**src/rtl/mips_pkg.sv**
```systemverilog
// Shared constants for the MIPS pipeline: WB control bit positions, the
// hard-wired zero register index, and default datapath widths.
package mips_pkg;

  localparam int MIPS_DATA_W = 32;
  localparam int MIPS_ADDR_W = 5;

  // Bit positions inside the 2-bit WB control field carried by MEM/WB.
  localparam int WB_REGWRITE = 1;
  localparam int WB_MEMTOREG = 0;

  localparam int REG_ZERO = 0;

endpackage

```
**src/rtl/regfile_core.sv**
```systemverilog
// Raw 2^ADDR_W x DATA_W storage with one write port and three combinational
// read ports (A, B, debug); no bypass or $0 masking, cleared by async reset.
module regfile_core #(
  parameter int DATA_W = 32,
  parameter int ADDR_W = 5
) (
  input  logic              clk,
  input  logic              reset,
  input  logic              we,
  input  logic [ADDR_W-1:0] waddr,
  input  logic [DATA_W-1:0] wdata,
  input  logic [ADDR_W-1:0] ra_addr,
  output logic [DATA_W-1:0] ra_data,
  input  logic [ADDR_W-1:0] rb_addr,
  output logic [DATA_W-1:0] rb_data,
  input  logic [ADDR_W-1:0] rd_addr,
  output logic [DATA_W-1:0] rd_data
);

  localparam int DEPTH = 1 << ADDR_W;

  logic [DATA_W-1:0] regs_q [DEPTH];
  logic [DATA_W-1:0] regs_d [DEPTH];

  always_comb begin
    for (int i = 0; i < DEPTH; i++) begin
      regs_d[i] = regs_q[i];
    end
    if (we) begin
      regs_d[waddr] = wdata;
    end
  end

  always_ff @(posedge clk or posedge reset) begin
    if (reset) begin
      for (int i = 0; i < DEPTH; i++) begin
        regs_q[i] <= '0;
      end
    end else begin
      for (int i = 0; i < DEPTH; i++) begin
        regs_q[i] <= regs_d[i];
      end
    end
  end

  assign ra_data = regs_q[ra_addr];
  assign rb_data = regs_q[rb_addr];
  assign rd_data = regs_q[rd_addr];

endmodule

```
**src/rtl/wb_regfile.sv**
```systemverilog
// MIPS write-back stage plus architectural register file: WB mux, $0 guard,
// same-cycle write-through bypass on ID reads, committed-write counter.
module wb_regfile
  import mips_pkg::*;
#(
  parameter int DATA_W = MIPS_DATA_W,
  parameter int ADDR_W = MIPS_ADDR_W
) (
  input  logic              clk,
  input  logic              reset,
  input  logic [1:0]        control_wb,
  input  logic [DATA_W-1:0] Read_data,
  input  logic [DATA_W-1:0] ALU_result,
  input  logic [ADDR_W-1:0] Write_reg,
  input  logic [ADDR_W-1:0] rs_addr,
  input  logic [ADDR_W-1:0] rt_addr,
  output logic [DATA_W-1:0] rs_data,
  output logic [DATA_W-1:0] rt_data,
  output logic [DATA_W-1:0] wb_data,
  output logic              wb_reg_write,
  output logic [ADDR_W-1:0] wb_write_reg,
  input  logic [ADDR_W-1:0] dbg_addr,
  output logic [DATA_W-1:0] dbg_data,
  output logic [31:0]       write_count
);

  localparam logic [ADDR_W-1:0] ZERO_IDX = ADDR_W'(REG_ZERO);

  logic [DATA_W-1:0] raw_rs;
  logic [DATA_W-1:0] raw_rt;
  logic [DATA_W-1:0] raw_dbg;
  logic [31:0]       write_count_q;
  logic [31:0]       write_count_d;

  assign wb_data      = control_wb[WB_MEMTOREG] ? Read_data : ALU_result;
  // Reset gates the write enable so the bypass cannot leak uncommitted data.
  assign wb_reg_write = !reset && control_wb[WB_REGWRITE] && (Write_reg != ZERO_IDX);
  assign wb_write_reg = Write_reg;

  regfile_core #(
    .DATA_W (DATA_W),
    .ADDR_W (ADDR_W)
  ) u_core (
    .clk     (clk),
    .reset   (reset),
    .we      (wb_reg_write),
    .waddr   (Write_reg),
    .wdata   (wb_data),
    .ra_addr (rs_addr),
    .ra_data (raw_rs),
    .rb_addr (rt_addr),
    .rb_data (raw_rt),
    .rd_addr (dbg_addr),
    .rd_data (raw_dbg)
  );

  always_comb begin
    rs_data = raw_rs;
    rt_data = raw_rt;
    if (rs_addr == ZERO_IDX) begin
      rs_data = '0;
    end else if (wb_reg_write && (Write_reg == rs_addr)) begin
      rs_data = wb_data;
    end
    if (rt_addr == ZERO_IDX) begin
      rt_data = '0;
    end else if (wb_reg_write && (Write_reg == rt_addr)) begin
      rt_data = wb_data;
    end
  end

  assign dbg_data = (dbg_addr == ZERO_IDX) ? '0 : raw_dbg;

  always_comb begin
    write_count_d = write_count_q;
    if (wb_reg_write) begin
      write_count_d = write_count_q + 32'd1;
    end
  end

  always_ff @(posedge clk or posedge reset) begin
    if (reset) begin
      write_count_q <= '0;
    end else begin
      write_count_q <= write_count_d;
    end
  end

  assign write_count = write_count_q;

endmodule

```
**config.mk**
```make
export PLATFORM = sky130hd
export DESIGN_NAME = wb_regfile
export DESIGN_NICKNAME = d
export VERILOG_FILES = /design/src/rtl/mips_pkg.sv /design/src/rtl/regfile_core.sv /design/src/rtl/wb_regfile.sv
export SDC_FILE = /design/constraint.sdc
export NUM_CORES = 2
export LEC_CHECK = 0
export BUFFER_PORTS_ARGS = -buffer_cell sky130_fd_sc_hd__buf_2
export CAP_MARGIN = 30
export CORE_UTILIZATION = 40
export CTS_CLUSTER_DIAMETER = 100
export DETAILED_ROUTE_END_ITERATION = 10
export PLACE_DENSITY_LB_ADDON = 0.3
export SLEW_MARGIN = 20
export SYNTH_ARGS = -nofsm -noshare
export SYNTH_HDL_FRONTEND = slang
export SYNTH_SLANG_ARGS = --single-unit
```
**constraint.sdc**
```tcl
create_clock -name clk -period 50 [get_ports clk]
set_input_delay 12.5 -clock clk [delete_from_list [all_inputs] [get_ports clk]]
set_output_delay 12.5 -clock clk [all_outputs]
set_load 0.02 [all_outputs]
```
==> metrics.yaml <==
die:
  die_area_sq_mm: 0.158
  die_w_um: 398
  die_height_um: 398
  core-area_sq_mm: 0.155
  rows: 144
  io_pins: 254
  initial_core_util: 0.405
pwr:
  power.internal_mw: 1.82
  peakVddDrop_mv: 0.0336
  switching_share: 0.318
  total_power_mw: 2.67
  p_per_area_mw_per_mm2: 38.0
  power_frac_seq: 0.420
  clock_power_share: 0.345
  pwr-share-comb: 0.234
  p_leak_nw: 29.4
  power_switching_mw: 0.850
placed_design:
  portBuffers: 253
  gp_congestion: 0.922
  dpl_cell_area_sq_mm: 0.0660
  dp_cells: 7407
  post-place-ws_ns: 20.79
  dp_hpwl_mm: 153
critical_path:
  rrSetupSlack_ns: 46.92
  critPathMostFrequentCell: "buf_4"
  worstSetupEndpointType: "output pin"
  path_class: "in2out"
  path_max_fanout: 50
  required_ns: 37.50
  arrival_ns: 16.56
  path_buf_inv: 5
  cp_cell_sequence: "buf_8, buf_4, buf_4, buf_16, mux4_2, o22ai_1, o32ai_1, a21o_1, buf_2"
  crit_family: "buffers and inverters"
  cpPeakStageDelay_ns: 0.83
  startpoint_type: "input pin"
  slowest_stage: "buf_4"
timing:
  rsz0062_at_grt: "no"
  period_share: 0.581
  whs_ns: 0.420
  postLayoutSetupSlackWorst_ns: 20.94
  drv_slew: 0
  worst_pin_slew_ns: 1.08
  setup_viol: 0
  max-slew-margin-rel: 0.269
  min_period_ns: 29.06
  hold_viol: 0
  setup-tns-final_ns: 0
  skew_ns: 0.0216
  fmaxAchievable_mhz: 34.4
synth:
  yosysSeqAreaShare: 0.421
  avgSynthCellArea_sq_um: 11.3
  synth_top_area_share: 0.421
  yosys_warnings: 0
  syn_area_sq_mm: 0.0627
  synth_top_family_by_area: "multiplexers"
  synthAdderAreaFrac: 0.000199
  synth_area_leaders: "dfrtp_1, mux4_2, o21ai_0"
  syn_nets: 5647
  yosys.cell_count.top_type: "dfrtp_1"
  synth_compound_area_frac: 0.129
  synth-simple-area-share: 0.0916
  synth_xor_area_frac: 0.00573
  synth_edf_count: 0
  synthFlopType: "dfrtp_1"
  synth_cells: 5558
  yosysTopAreaCell: "dfrtp_1"
  muxShareOfSynthArea: 0.303
  yosys-top-cells-count: "dfrtp_1, mux4_2, nand2_1"
  ys_types: 64
  synthArstFlopShare: 1.00
  ys_ff_latch: 1056
routing:
  first_pass_iters: 6
  drc_errors: 0
  finalWirelength_mm: 251
  vias: 50800
  vias_per_cell: 6.65
  drt_iter0_drc: 7274
  avgRoutedWirePerCell_um: 32.8
  ant_nets: 0
clock_tree:
  postCtsSetupRepairBufs: 0
  cts_resized: 0
  cts_root_buf: "clkbuf_16"
  cts_buffers: 119
  postCtsHoldBufs: 0
  clock_path_buffers: 3
  h-tree-depth: 3
  cts.sinks: 1056
  cts_tree: "built"
  clk_pin_slew_ns: 0.05
  clkLatencyLatePin_ns: 0.75
global_route:
  grt_start_max_net_pins: 178
  gr-total-overflow: 0
  grt_pass1_vias: 48800
  grt_usage: 0.316
  grt_first_pass_wirelength_mm: 359
  antenna_found_initial: 11
layout:
  nFillCells: 14200
  final_util: 0.454
  design_area_sq_mm: 0.0703
  finalNetCount: 5584
  area_growth_pct: 12.1
  drive_gt1_frac: 0.271
  stdcell_count: 7644
run:
  maxCapViolCount: 0
run_status:
  status: "complete, no violations"
worst_hold_path:
  min-delay-path-class: "reg2reg"
[sequential cells by signal, summed over array words and instances, names as in the netlist]
signal	count
write_count	32
u_core.regs_q	1024
[cell usage in the layout, fill, tap and decap left out, drive strengths merged, types with 36 or more instances in the layout]
master,count
a221oi,36
o22ai,89
mux2i,136
mux4,779
o21ai,646
inv,73
clkbuf,175
dfrtp,1056
a21oi,453
buf,427
nand2,723
a22oi,111
nor2,559
[power groups by stage]
stage / clock [mW] / sequential [mW] / combinational [mW]
global route: 0.960 / 1.14 / 0.670
detailed placement: 0 / 1.13 / 0.613
global placement: 0 / 1.12 / 0.600
finish: 0.923 / 1.12 / 0.626
floorplan: 0 / 1.09 / 0.449
CTS: 0.930 / 1.12 / 0.615
[worst paths after layout]
| kind | from | end | cells past startpoint |
|---|---|---|---|
| setup / recovery | rt_addr[0] | rt_data[28] | 9 |
| hold / removal | u_core.regs_q[1011] | u_core.regs_q[1011] | 0 |
| setup reg to reg | write_count[2] | write_count[28] | 7 |
| hold reg to reg | u_core.regs_q[1011] | u_core.regs_q[1011] | 0 |
| max in group asynchronous | reset | u_core.regs_q[528] | 8 |
| min in group asynchronous | reset | u_core.regs_q[489] | 2 |
[layout make-up]
type                       instances  area, sq um  share of cell area
multi-input combinational       3820        33900               0.482
sequential                      1056        26400               0.376
clock buffer                     175         3470              0.0494
timing repair buffer             427         3120              0.0444
tap                             2044         2560              0.0364
clock inverter                    46          586             0.00833
inverter                          71          274             0.00390
antenna                            5         12.5            0.000178
[kinds of logic (layout without fill, tap and decap cells)]
| family | Yosys count | count (layout) |
|---|---|---|
| AO/OA/AOI/OAI | 1429 | 1429 |
| AND/OR/NAND/NOR | 1426 | 1426 |
| flip-flops | 1056 | 1056 |
| multiplexers | 923 | 923 |
| buffers and inverters | 682 | 719 |
| XOR/XNOR | 41 | 41 |
| adder cells (fa/ha/maj) | 1 | 1 |
| other | 0 | 5 |
[layer usage]
layer  part of all wire  track usage
met2               0.43        0.453
met4              0.059        0.151
met1               0.37        0.424
met5            0.00067      0.00484
met3               0.14        0.114
No activity file was read; power rests on OpenSTA's default activity.
